File: config.mk
export PLATFORM = sky130hd
export DESIGN_NAME = alu_sequencer
export DESIGN_NICKNAME = d
export VERILOG_FILES = /design/src/rtl/alu_sequencer.sv
export SDC_FILE = /design/constraint.sdc
export NUM_CORES = 1
export LEC_CHECK = 0
export ABC_CLOCK_PERIOD_IN_PS = 1500
export BUFFER_PORTS_ARGS = -buffer_cell sky130_fd_sc_hd__buf_2
export CORE_MARGIN = 2
export CORE_UTILIZATION = 40
export DETAILED_ROUTE_END_ITERATION = 10
export PLACE_DENSITY = 0.73
export SLEW_MARGIN = 20
export SYNTH_ARGS = -nofsm -noshare
export SYNTH_HDL_FRONTEND = slang
export SYNTH_SLANG_ARGS = --single-unit
File: constraint.sdc
create_clock -name clk -period 1.5 [get_ports clk]
set_input_delay 0.15 -clock clk [delete_from_list [all_inputs] [get_ports clk]]
set_output_delay 0.15 -clock clk [all_outputs]
set_load 0.02 [all_outputs]
File: src/rtl/alu_sequencer.sv
// rtl/alu_sequencer.sv - Moore control sequencer for fetch and register-register ALU/MUL/DIV instructions
module alu_sequencer #(
    parameter int CNT_W = 16
) (
    input  logic             clk,
    input  logic             clear,
    input  logic             run,
    input  logic [31:0]      IR,
    output logic             PCout,
    output logic             Zlowout,
    output logic             Zhighout,
    output logic             MDRout,
    output logic             Rout,
    output logic             MARin,
    output logic             PCin,
    output logic             MDRin,
    output logic             IRin,
    output logic             Yin,
    output logic             Zin,
    output logic             Rin,
    output logic             LOin,
    output logic             HIin,
    output logic             Gra,
    output logic             Grb,
    output logic             Grc,
    output logic             IncPC,
    output logic             Read,
    output logic [4:0]       Operator,
    output logic             illegal,
    output logic             halted,
    output logic [CNT_W-1:0] instr_count
);

    typedef enum logic [3:0] {
        IDLE, T0, T1, T2, T3, T4, T5, T6, HALT
    } state_t;

    state_t     state, state_nxt;
    logic       retire;
    logic [4:0] opc;
    logic       is_alu, is_muldiv, is_nop, is_halt;

    assign opc       = IR[31:27];
    assign is_alu    = (opc >= 5'd3) && (opc <= 5'd11);
    assign is_muldiv = (opc == 5'd15) || (opc == 5'd16);
    assign is_nop    = (opc == 5'd26);
    assign is_halt   = (opc == 5'd27);

    always_ff @(posedge clk or negedge clear) begin
        if (!clear) begin
            state       <= IDLE;
            instr_count <= '0;
        end else begin
            state <= state_nxt;
            if (retire)
                instr_count <= instr_count + CNT_W'(1);
        end
    end

    always_comb begin
        state_nxt = state;
        retire    = 1'b0;
        PCout     = 1'b0;
        Zlowout   = 1'b0;
        Zhighout  = 1'b0;
        MDRout    = 1'b0;
        Rout      = 1'b0;
        MARin     = 1'b0;
        PCin      = 1'b0;
        MDRin     = 1'b0;
        IRin      = 1'b0;
        Yin       = 1'b0;
        Zin       = 1'b0;
        Rin       = 1'b0;
        LOin      = 1'b0;
        HIin      = 1'b0;
        Gra       = 1'b0;
        Grb       = 1'b0;
        Grc       = 1'b0;
        IncPC     = 1'b0;
        Read      = 1'b0;
        Operator  = 5'd0;
        illegal   = 1'b0;
        halted    = 1'b0;
        case (state)
            IDLE: state_nxt = run ? T0 : IDLE;
            T0: begin
                PCout     = 1'b1;
                MARin     = 1'b1;
                IncPC     = 1'b1;
                Zin       = 1'b1;
                state_nxt = T1;
            end
            T1: begin
                Zlowout   = 1'b1;
                PCin      = 1'b1;
                Read      = 1'b1;
                MDRin     = 1'b1;
                state_nxt = T2;
            end
            T2: begin
                MDRout    = 1'b1;
                IRin      = 1'b1;
                state_nxt = T3;
            end
            T3: begin
                if (is_alu || is_muldiv) begin
                    Grb       = 1'b1;
                    Rout      = 1'b1;
                    Yin       = 1'b1;
                    state_nxt = T4;
                end else if (is_halt) begin
                    state_nxt = HALT;
                end else begin
                    // NOP retires here; illegal opcodes fall through without retiring
                    retire    = is_nop;
                    illegal   = !is_nop;
                    state_nxt = run ? T0 : IDLE;
                end
            end
            T4: begin
                Grc       = 1'b1;
                Rout      = 1'b1;
                Zin       = 1'b1;
                Operator  = opc;
                state_nxt = T5;
            end
            T5: begin
                Zlowout = 1'b1;
                if (is_muldiv) begin
                    LOin      = 1'b1;
                    state_nxt = T6;
                end else begin
                    Gra       = 1'b1;
                    Rin       = 1'b1;
                    retire    = 1'b1;
                    state_nxt = run ? T0 : IDLE;
                end
            end
            T6: begin
                Zhighout  = 1'b1;
                HIin      = 1'b1;
                retire    = 1'b1;
                state_nxt = run ? T0 : IDLE;
            end
            HALT: halted = 1'b1;
            default: state_nxt = IDLE;
        endcase
    end

endmodule

==> key figures, run 1 <==
Global routing
  – Vias in the first global route: 1,456
  – First-pass GRT wire length: 6624 microns
  – Initial antenna violation count: 0
  – Largest net degree at the start of global routing: 21
  – Gr ovfl total: 0
  – Gr usage total: 0.2093

STA
  – Final critical-path share of the clock period: 1.123
  – Final hold viol count: 0
  – Setup WS post-layout: -184.1 ps
  – Worst Skew: 10.64 ps
  – Worst rel slew slack: 0.7129
  – Minimum clock period: 1684 ps
  – Setup Viol. Count Final: 41
  – RSZ-0062 raised after global routing: true
  – Minimum hold slack: approximately 140 ps
  – Slew of the pin with the lowest slew margin: between 400 and 500 ps
  – Max Clk Rate: 593.8 MHz
  – Max Slew Vio Count: 0

Worst hold path
  – Worst hold path depth: 3
  – Min-Delay Path Class: in2reg

Floorplanning
  – Die Width: between 60 and 70 microns
  – Core area: 3311 sq um
  – Cell Rows: 21
  – Starting density of the core: 0.4131
  – I/O pin count: 77
  – Die area: 3903 sq um
  – Chip height: 62.47 microns

Yosys
  – Cell accounting for the most synthesized area: dfrtp_1
  – EDFF count, synth: 0
  – Flops & latches, synth: 20
  – Synth Area per Inst: around 9.3 sq um
  – Yosys cell types: 41
  – Syn Nets: 183
  – Post-synthesis cell area: 1368 sq um
  – Synthesized instance count: between 100 and 150
  – Main combinational cell family by area after synthesis: simple AND/OR/NAND/NOR gates
  – Sequential area share after synthesis: 0.3660
  – Mux contribution to synthesized area: 0.01830
  – Compound-cell area share of the yosys netlist: 0.09515
  – FFs w/ async S/R, synth: 1.000
  – Ys Warns: 0
  – Synth Area in Adders: 0.009149
  – Synth Area in XOR/XNOR: 0.09607
  – Top_reg_cell synth: dfrtp_1
  – Top post-synthesis cells by area: dfrtp_1 37%, xor2_1 9.6%, buf_4 4.9%, nor4_1 4.6%, nor3_1 2.9%
  – Yosys top cell area share: 0.3660
  – Simple-gate area share of the yosys netlist: 0.3120

Placement
  – Placed cell count: ~250
  – Dpl hpwl: roughly 2500 microns
  – GP Congestion: about 0.88
  – # port buffers: 49
  – Placed Instance Area: around 1900 sq um

Clock tree
  – Clock Latency Late Sink: ~320 ps
  – Inserted Clock Buffers: 3
  – Clk pin slew, worst setup/hold paths: approximately 120 ps
  – Clock sink count: 20
  – H-tree depth: 1
  – Clock buffer depth: 2
  – TritonCTS clock tree: done
  – Root buffer cell: clkbuf_4

Detailed routing
  – Routed len/inst: about 17 microns
  – Final ANT Viol Nets: 0
  – Final WL: 4563 microns
  – Initial DRC Count: 110
  – Vias per cell: 5.373
  – First-pass iteration count of the detailed router: 4
  – Drt drc: 0
  – Total number of vias: 1,456

Power and ir drop
  – LEAKAGE: 1.183 nW
  – Pwr dens: 1359 nW/um^2
  – Max VDD drop: 0.001070 V

Critical path
  – Critical path required time: 1690 ps
  – Worst-path maximum fanout: 6
  – Critical path cell sequence: or3b_4, o22ai_4, buf_6, buf_12, nor4_2, xor2_1
  – Critical path's largest stage delay: approximately 460 ps
  – Critical path's slowest cell: dfrtp_2
  – CP Depth: 6
  – CP arrival: about 1900 ps
  – R2R depth: 6
  – Critical path buffers and inverters: 2
  – Startpoint types: register
  – Worst Setup Path Type: reg2reg
  – CP endpoint kind: register
  – Crit path max-delay family: flip-flops

Run
  – Max-Cap Viols: 0

Layout
  – Most frequent cells in the layout: 37 x buf_6, 26 x buf_4, 23 x buf_2
  – Cell area after layout: 2564 sq um
  – Commonest non-fill, non-tap cell in the layout: buf_6
  – Final std cells w/o fill: approximately 270
  – Final nets: 262
  – # diodes: 0
  – Share of layout cells above drive strength 1: 0.6622
  – Area Overhead vs Synth: 87.47%
  – Fin util: 0.7744

Status
  – Status: finished, violations left
  – Failing checks: setup timing
==> cells by family (layout without fill, tap and decap cells) <==
kind of cell | Yosys count | after routing
buffers and inverters | 22 | 100
adders and majority gates | 1 | 1
AOI/OAI and AO/OA | 17 | 17
xor gates and xnor gates | 15 | 15
and+or+nand+nor | 70 | 70
DFF | 20 | 20
muxes | 2 | 2
==> cell usage after synthesis, drive strengths merged, types with 2 or more instances <==
library cell / instances
or3b: 2
buf: 16
clkbuf: 2
nor2: 7
nand3: 6
nor4b: 2
xor2: 15
o21ai: 8
and3: 4
inv: 4
dfrtp: 20
nand4: 4
nand2: 9
nand2b: 5
and2: 4
nor4: 10
and4: 2
nor3: 9
a21oi: 3
==> tightest hold or removal path, cell delays in order <==
cell and delay (ps):
buf_2 90, inv_1 40, o311ai_0 120
==> path summary, 6_finish.rpt <==
check | from | end | slack (ps)
setup / recovery | state[0] | instr_count[8] | -180
hold / removal | run | state[0] | 140
setup reg to reg | state[0] | instr_count[8] | -180
hold reg to reg | instr_count[15] | instr_count[15] | 480
max in group asynchronous | clear | state[0] | 890
min in group asynchronous | clear | instr_count[12] | 290
==> sequential cells by signal, summed over array words and instances, names as in the netlist <==
name / flops
instr_count: 16
state: 4
==> what timing repair did <==
item | CTS | global route
pin swaps | 10 | 15
hold endpoints to repair | 20 | 0
hold buffers | 1 | 0
setup endpoints to repair | 40 | 42
gates cloned | 1 | 1
setup buffers | 10 | 8
resized for setup | 71 | 49
==> cell type report <==
type	instances	area, sq um
clock buffer	3	22.52
clock inverter	1	30.03
fill	215	747.0
inverter	4	15.01
multi-input combinational	105	1100
sequential	20	501.7
tap	46	57.56
timing repair buffer	92	837.1
==> power by group <==
group | switching [mW] | internal (mW)
clock network | 0.174 | 0.271
logic | 1.23 | 1.07
registers | 0.108 | 0.634
total | 1.51 | 1.98
==> per-stage QoR <==
stage / setup slack [ps] / total power [mW] / setup TNS (ps)
after global placement: -141.3 / 2.133 / -2257
after detailed placement: -203.1 / 2.163 / -3345
after CTS: -171.4 / 3.130 / -4711
after global routing: -239.2 / 3.652 / -7330
after floorplan: -157.8 / 1.749 / -1898
final: -184.1 / 3.485 / -4926
==> per-layer routing <==
layer | vias up | track usage | wire length (microns)
li1 | 676 | - | -
met1 | 707 | 0.2348 | 1640
met2 | 62 | 0.3965 | 2584
met3 | 11 | 0.03063 | 225
met4 | 0 | 0.07778 | 113
met5 | - | 0 | 0
(Power assumes the default switching activity.)
==> run 2, diff against run 1 <==
ABC_CLOCK_PERIOD_IN_PS = 1950   (was 1500)
CORE_UTILIZATION = 47   (was 40)
PLACE_DENSITY = 0.81   (was 0.73)
clock period = 1.95 ns   (was 1.5 ns; I/O delays follow)
==> key figures, run 2 (same netlist as run 1, synthesis figures left out) <==
Layout
  – Max reg flops: 16 (unchanged)
  – Final nets: 228 (-13%)
  – Top Registers: instr_count: 16 flops, state: 4 flops
  – # diodes: 0 (unchanged)
  – Share of layout cells above drive strength 1: 0.3770 (-0.2853)
  – Most frequent cells in the layout: 49 x buf_2, 19 x dfrtp_1, 15 x xor2_1
  – Register area: 501.7 sq um (unchanged)
  – Area Overhead vs Synth: 19.94%
  – Fill cells: 258 (+20%)
  – Largest reg by FF count: instr_count
  – Multi-input logic area: 733.2 sq um (-33%)
  – Cell area after layout: 1640 sq um (-36%)
  – Commonest non-fill, non-tap cell in the layout: buf_2

Clock tree
  – Clock Latency Late Sink: 310 ps (about the same)
  – Clock sink count: 20 (unchanged)
  – TritonCTS clock tree: done
  – Clock buffer depth: 2 (unchanged)
  – Inserted Clock Buffers: 3 (unchanged)
  – Clk pin slew, worst setup/hold paths: 100 ps (-20 ps)
  – Root buffer cell: clkbuf_4
  – H-tree depth: 1 (unchanged)

Critical path
  – Critical path required time: 1750 ps (+60 ps)
  – Critical path buffers and inverters: 1 (-1)
  – Worst reg-to-reg setup slack: 220 ps (+400 ps)
  – Worst-path maximum fanout: 7 (+1)
  – Startpoint types: register
  – Critical path cell sequence: nand2b_1, nor3_2, o21ai_0, a211oi_1, buf_2
  – Critical path's largest stage delay: 460 ps (about the same)
  – CP endpoint kind: primary output
  – Critical path's slowest cell: dfrtp_2
  – Worst Setup Path Type: reg2out
  – Crit path max-delay family: flip-flops
  – CP arrival: 1670 ps (-200 ps)

Power and ir drop
  – Max VDD drop: 0.0007675 V (-28%)
  – LEAKAGE: 0.9079 nW (-23%)
  – Pwr dens: 1048 nW/um^2 (-23%)

Detailed routing
  – Total number of vias: 1,237 (-15%)
  – First-pass iteration count of the detailed router: 4 (unchanged)
  – Routed len/inst: 13.66 microns (-19%)
  – Initial DRC Count: 33 (-70%)
  – Final ANT Viol Nets: 0 (unchanged)
  – Final WL: 3032 microns (-34%)
  – Drt drc: 0 (unchanged)
  – Vias per cell: 5.572 (+3.7%)

Worst hold path
  – Min-Delay Path Class: in2reg

Floorplanning
  – I/O pin count: 77 (unchanged)
  – Chip height: 57.94 microns (-7.3%)
  – Starting density of the core: 0.4959 (+0.08284)
  – Die Width: 57.94 microns (-7.3%)
  – Cell Rows: 19 (-9.5%)
  – Core area: 2758 sq um (-17%)
  – Die area: 3357 sq um (-14%)

Global routing
  – Gr usage total: 0.1879 (-0.02141)
  – Gr ovfl total: 0 (unchanged)
  – Vias in the first global route: 1,139 (-22%)
  – First-pass GRT wire length: 4974 microns (-25%)
  – Initial antenna violation count: 0 (unchanged)
  – Largest net degree at the start of global routing: 21 (unchanged)

STA
  – Setup WS post-layout: 87.37 ps (+271.5 ps)
  – Minimum hold slack: 200.8 ps (+64.92 ps)
  – RSZ-0062 raised after global routing: false
  – Minimum clock period: 1863 ps
  – Setup TNS: 0 ps (+4926 ps)
  – Max Slew Vio Count: 0 (unchanged)
  – Final hold viol count: 0 (unchanged)
  – Setup Viol. Count Final: 0 (-100%)
  – Slew of the pin with the lowest slew margin: 474.0 ps (+43.24 ps)
  – Worst rel slew slack: 0.6840 (-0.02883)
  – Worst Skew: 14.77 ps (+4.129 ps)
  – Final critical-path share of the clock period: 0.9552
  – Max Clk Rate: around 540 MHz

Placement
  – GP Congestion: 0.8058 (-8.7%)
  – # port buffers: 49 (unchanged)
  – Placed Instance Area: 1570 sq um (-16%)
  – Dpl hpwl: 2298 microns (-8.6%)
  – Pre-CTS WS: 108.4 ps (+311.4 ps)

Run
  – Max-Cap Viols: 0 (unchanged)

Status
  – Status: complete, no violations
==> run 2: cell types whose count changed in the layout (fill, tap and decap cells not counted), sizes merged <==
cell    change
buf        -33
bufinv      -1
==> run 2: timing repair <==
item                                   in CTS  in global routing
endpoints found under the hold margin      20                  0
setup endpoints to repair                   4                  8
setup buffers                               0                  2
hold buffers                                1                  0
resized for setup                           1                  3
==> run 2: worst paths after layout <==
kind,from,end,depth (start not counted)
max,state[3],illegal,5
min,run,state[0],3
max reg2reg,state[0],instr_count[11],5
min reg2reg,instr_count[15],instr_count[15],1
max in group asynchronous,clear,state[3],2
min in group asynchronous,clear,instr_count[6],2
==> run 2: layout make-up <==
| type | instances | area share |
|---|---|---|
| Multi-Input combinational cell | 105 | 0.4470 |
| Tap cell | 31 | 0.02365 |
| Inverter | 4 | 0.009153 |
| Sequential cell | 20 | 0.3059 |
| Timing Repair Buffer | 58 | 0.1922 |
| Clock buffer | 4 | 0.02212 |
==> run 2: routing by layer <==
layer	part of all wire	global-route usage
met5	0	0
met4	0.0073	0.04651
met3	0.050	0.04018
met2	0.52	0.3442
met1	0.42	0.2225
==> run 2: tightest hold or removal path: stages <==
cell and delay, ps:
buf_2 100, inv_1 40, o311ai_0 120
==> run 2: report_power, final <==
group | internal [mW] | switching, mW | total [mW]
Clock | 0.114 | 0.129 | 0.243
Combinational | 0.320 | 0.606 | 0.926
Sequential | 0.486 | 0.0645 | 0.550
Total | 0.920 | 0.800 | 1.72
==> run 2: per-stage QoR <==
step,power (mW),instances,util
after floorplan,1.278,147,-
after global placement,1.456,215,0.5694
after detailed placement,1.473,215,0.5694
after CTS,1.720,220,0.5880
after global routing,1.839,222,0.5948
final,1.720,222,0.5948
==> run 3, diff against run 2 <==
PLACE_DENSITY = 0.84   (was 0.81)
==> key figures, run 3 (same netlist as run 1, synthesis figures left out) <==
Clock tree
  – Clock Latency Late Sink: 300 ps (about the same)
  – H-tree depth: 1 (unchanged)
  – Inserted Clock Buffers: 3 (unchanged)
  – Clk pin slew, worst setup/hold paths: 120 ps (+20 ps)
  – Root buffer cell: clkbuf_4
  – Clock buffer depth: 2 (unchanged)
  – TritonCTS clock tree: done
  – Clock sink count: 20 (unchanged)

STA
  – Final hold viol count: 0 (unchanged)
  – Max Clk Rate: 546.6 MHz (+1.8%)
  – Setup TNS: 0 ps (unchanged)
  – Minimum hold slack: 209.6 ps (+8.797 ps)
  – Setup Viol. Count Final: 0 (unchanged)
  – Max Slew Vio Count: 0 (unchanged)
  – Minimum clock period: 1829 ps (-33.28 ps)
  – Final critical-path share of the clock period: 0.9381 (-0.01707)
  – Worst rel slew slack: 0.6876 (+0.003603)
  – Worst Skew: 7.154 ps (-7.615 ps)
  – Slew of the pin with the lowest slew margin: 468.6 ps (-5.404 ps)
  – RSZ-0062 raised after global routing: false

Layout
  – # diodes: 0 (unchanged)
  – Commonest non-fill, non-tap cell in the layout: buf_2
  – Most frequent cells in the layout: 48 x buf_2, 19 x dfrtp_1, 15 x xor2_1
  – Largest reg by FF count: instr_count
  – Final nets: 228 (unchanged)
  – Share of layout cells above drive strength 1: 0.3770 (unchanged)
  – Max reg flops: 16 (unchanged)
  – Top Registers: instr_count: 16 flops, state: 4 flops
  – Area Overhead vs Synth: 20.59%
  – Fill cells: 241 (-6.6%)

Detailed routing
  – Drt drc: 0 (unchanged)
  – Vias per cell: 5.437 (-2.4%)
  – Final WL: 2830 microns (-6.7%)
  – Final ANT Viol Nets: 0 (unchanged)
  – Total number of vias: 1,207 (-2.4%)
  – Initial DRC Count: 33 (unchanged)
  – Routed len/inst: 12.75 microns (-6.7%)
  – First-pass iteration count of the detailed router: 4 (unchanged)

Critical path
  – Worst R2R Start: state[2]
  – Worst reg-to-reg setup slack: 290 ps (+70 ps)
  – R2R depth: 4 (-1)
  – Startpoint types: register
  – CP endpoint kind: primary output
  – Reg-to-Reg End: instr_count[4]
  – CP arrival: 1630 ps (-40 ps)
  – Worst Setup Path Type: reg2out
  – Worst-path maximum fanout: 9 (+2)
  – Critical path required time: 1750 ps (about the same)

Floorplanning
  – Starting density of the core: 0.4959 (unchanged)
  – Die Width: 57.94 microns (unchanged)
  – Cell Rows: 19 (unchanged)
  – Die area: 3357 sq um (unchanged)
  – Core area: 2758 sq um (unchanged)
  – Chip height: 57.94 microns (unchanged)
  – I/O pin count: 77 (unchanged)

Global routing
  – First-pass GRT wire length: 4698 microns (-5.5%)
  – Gr ovfl total: 0 (unchanged)
  – Gr usage total: 0.1746 (-0.01323)
  – Vias in the first global route: 1,050 (-7.8%)
  – Largest net degree at the start of global routing: 21 (unchanged)
  – Initial antenna violation count: 0 (unchanged)

Power and ir drop
  – LEAKAGE: 0.9095 nW (+0.17%)
  – Pwr dens: 1047 nW/um^2 (-0.16%)
  – Max VDD drop: 0.0009502 V (+24%)

Worst hold path
  – Min-Delay Path Class: in2reg
  – HP Start: run
  – Endpoint, Worst Hold: state[0]
  – Worst hold path depth: 3 (unchanged)

Run
  – Max-Cap Viols: 0 (unchanged)

Placement
  – GP Congestion: 0.7864 (-2.4%)
  – Dpl hpwl: 2089 microns (-9.1%)
  – # port buffers: 49 (unchanged)

Status
  – Status: complete, no violations
## run 3: where the power goes
part | switching [mW] | internal [mW] | total [mW]
registers | 0.0834 | 0.487 | 0.571
logic | 0.594 | 0.317 | 0.912
clock network | 0.130 | 0.114 | 0.244
## run 3: timing repair
item,CTS,global route
buffers inserted,0,0
gates resized for setup,1,4
hold buffers,1,0
pin swaps,0,1
hold endpoints to repair,20,0
endpoints found under the setup margin,2,8
## run 3: metrics by stage
stage                     instances  total power [mW]    util  setup WS, ps  area, sq um
after global routing            222             1.838  0.5980         1.308         1649
after CTS                       222             1.713  0.5921         26.17         1633
after global placement          217             1.452  0.5749         167.0         1585
final                           222             1.726  0.5980         120.7         1649
after detailed placement        217             1.464  0.5749         188.9         1585
after floorplan                 147             1.278       -         91.22         1368
## run 3: area by class of cell
type / instances / area [sq um] / share of cell area
clock buffer: 4 / 36.28 / 0.02200
timing repair buffer: 58 / 317.8 / 0.1927
tap: 31 / 38.79 / 0.02352
sequential: 20 / 501.7 / 0.3042
multi-input combinational: 105 / 739.5 / 0.4484
inverter: 4 / 15.01 / 0.009105
## run 3: worst max-delay path by stage
stage	from	endpoint	slack [ps]	depth (start not counted)
floorplan	IR[27]	LOin	90	4
global placement	IR[28]	LOin	170	5
detailed placement	IR[28]	LOin	190	5
global route	state[1]	Operator[2]	1	5
finish	state[1]	Rout	120	5
CTS	state[1]	illegal	30	5
## run 3: worst max-delay path, stage by stage (launching register included)
cell     delay, ps
dfrtp_1        410
buf_4          180
nor3_4         220
o21ai_0        220
o21ai_0        120
buf_2          180
## run 3: metal layers
layer  part of all wire  vias up  track usage
met5                  0        -            0
met4             0.0053        0      0.03987
met3              0.066        4      0.02902
met2               0.45       49       0.2841
met1               0.48      546       0.2450
li1                   -      608            -
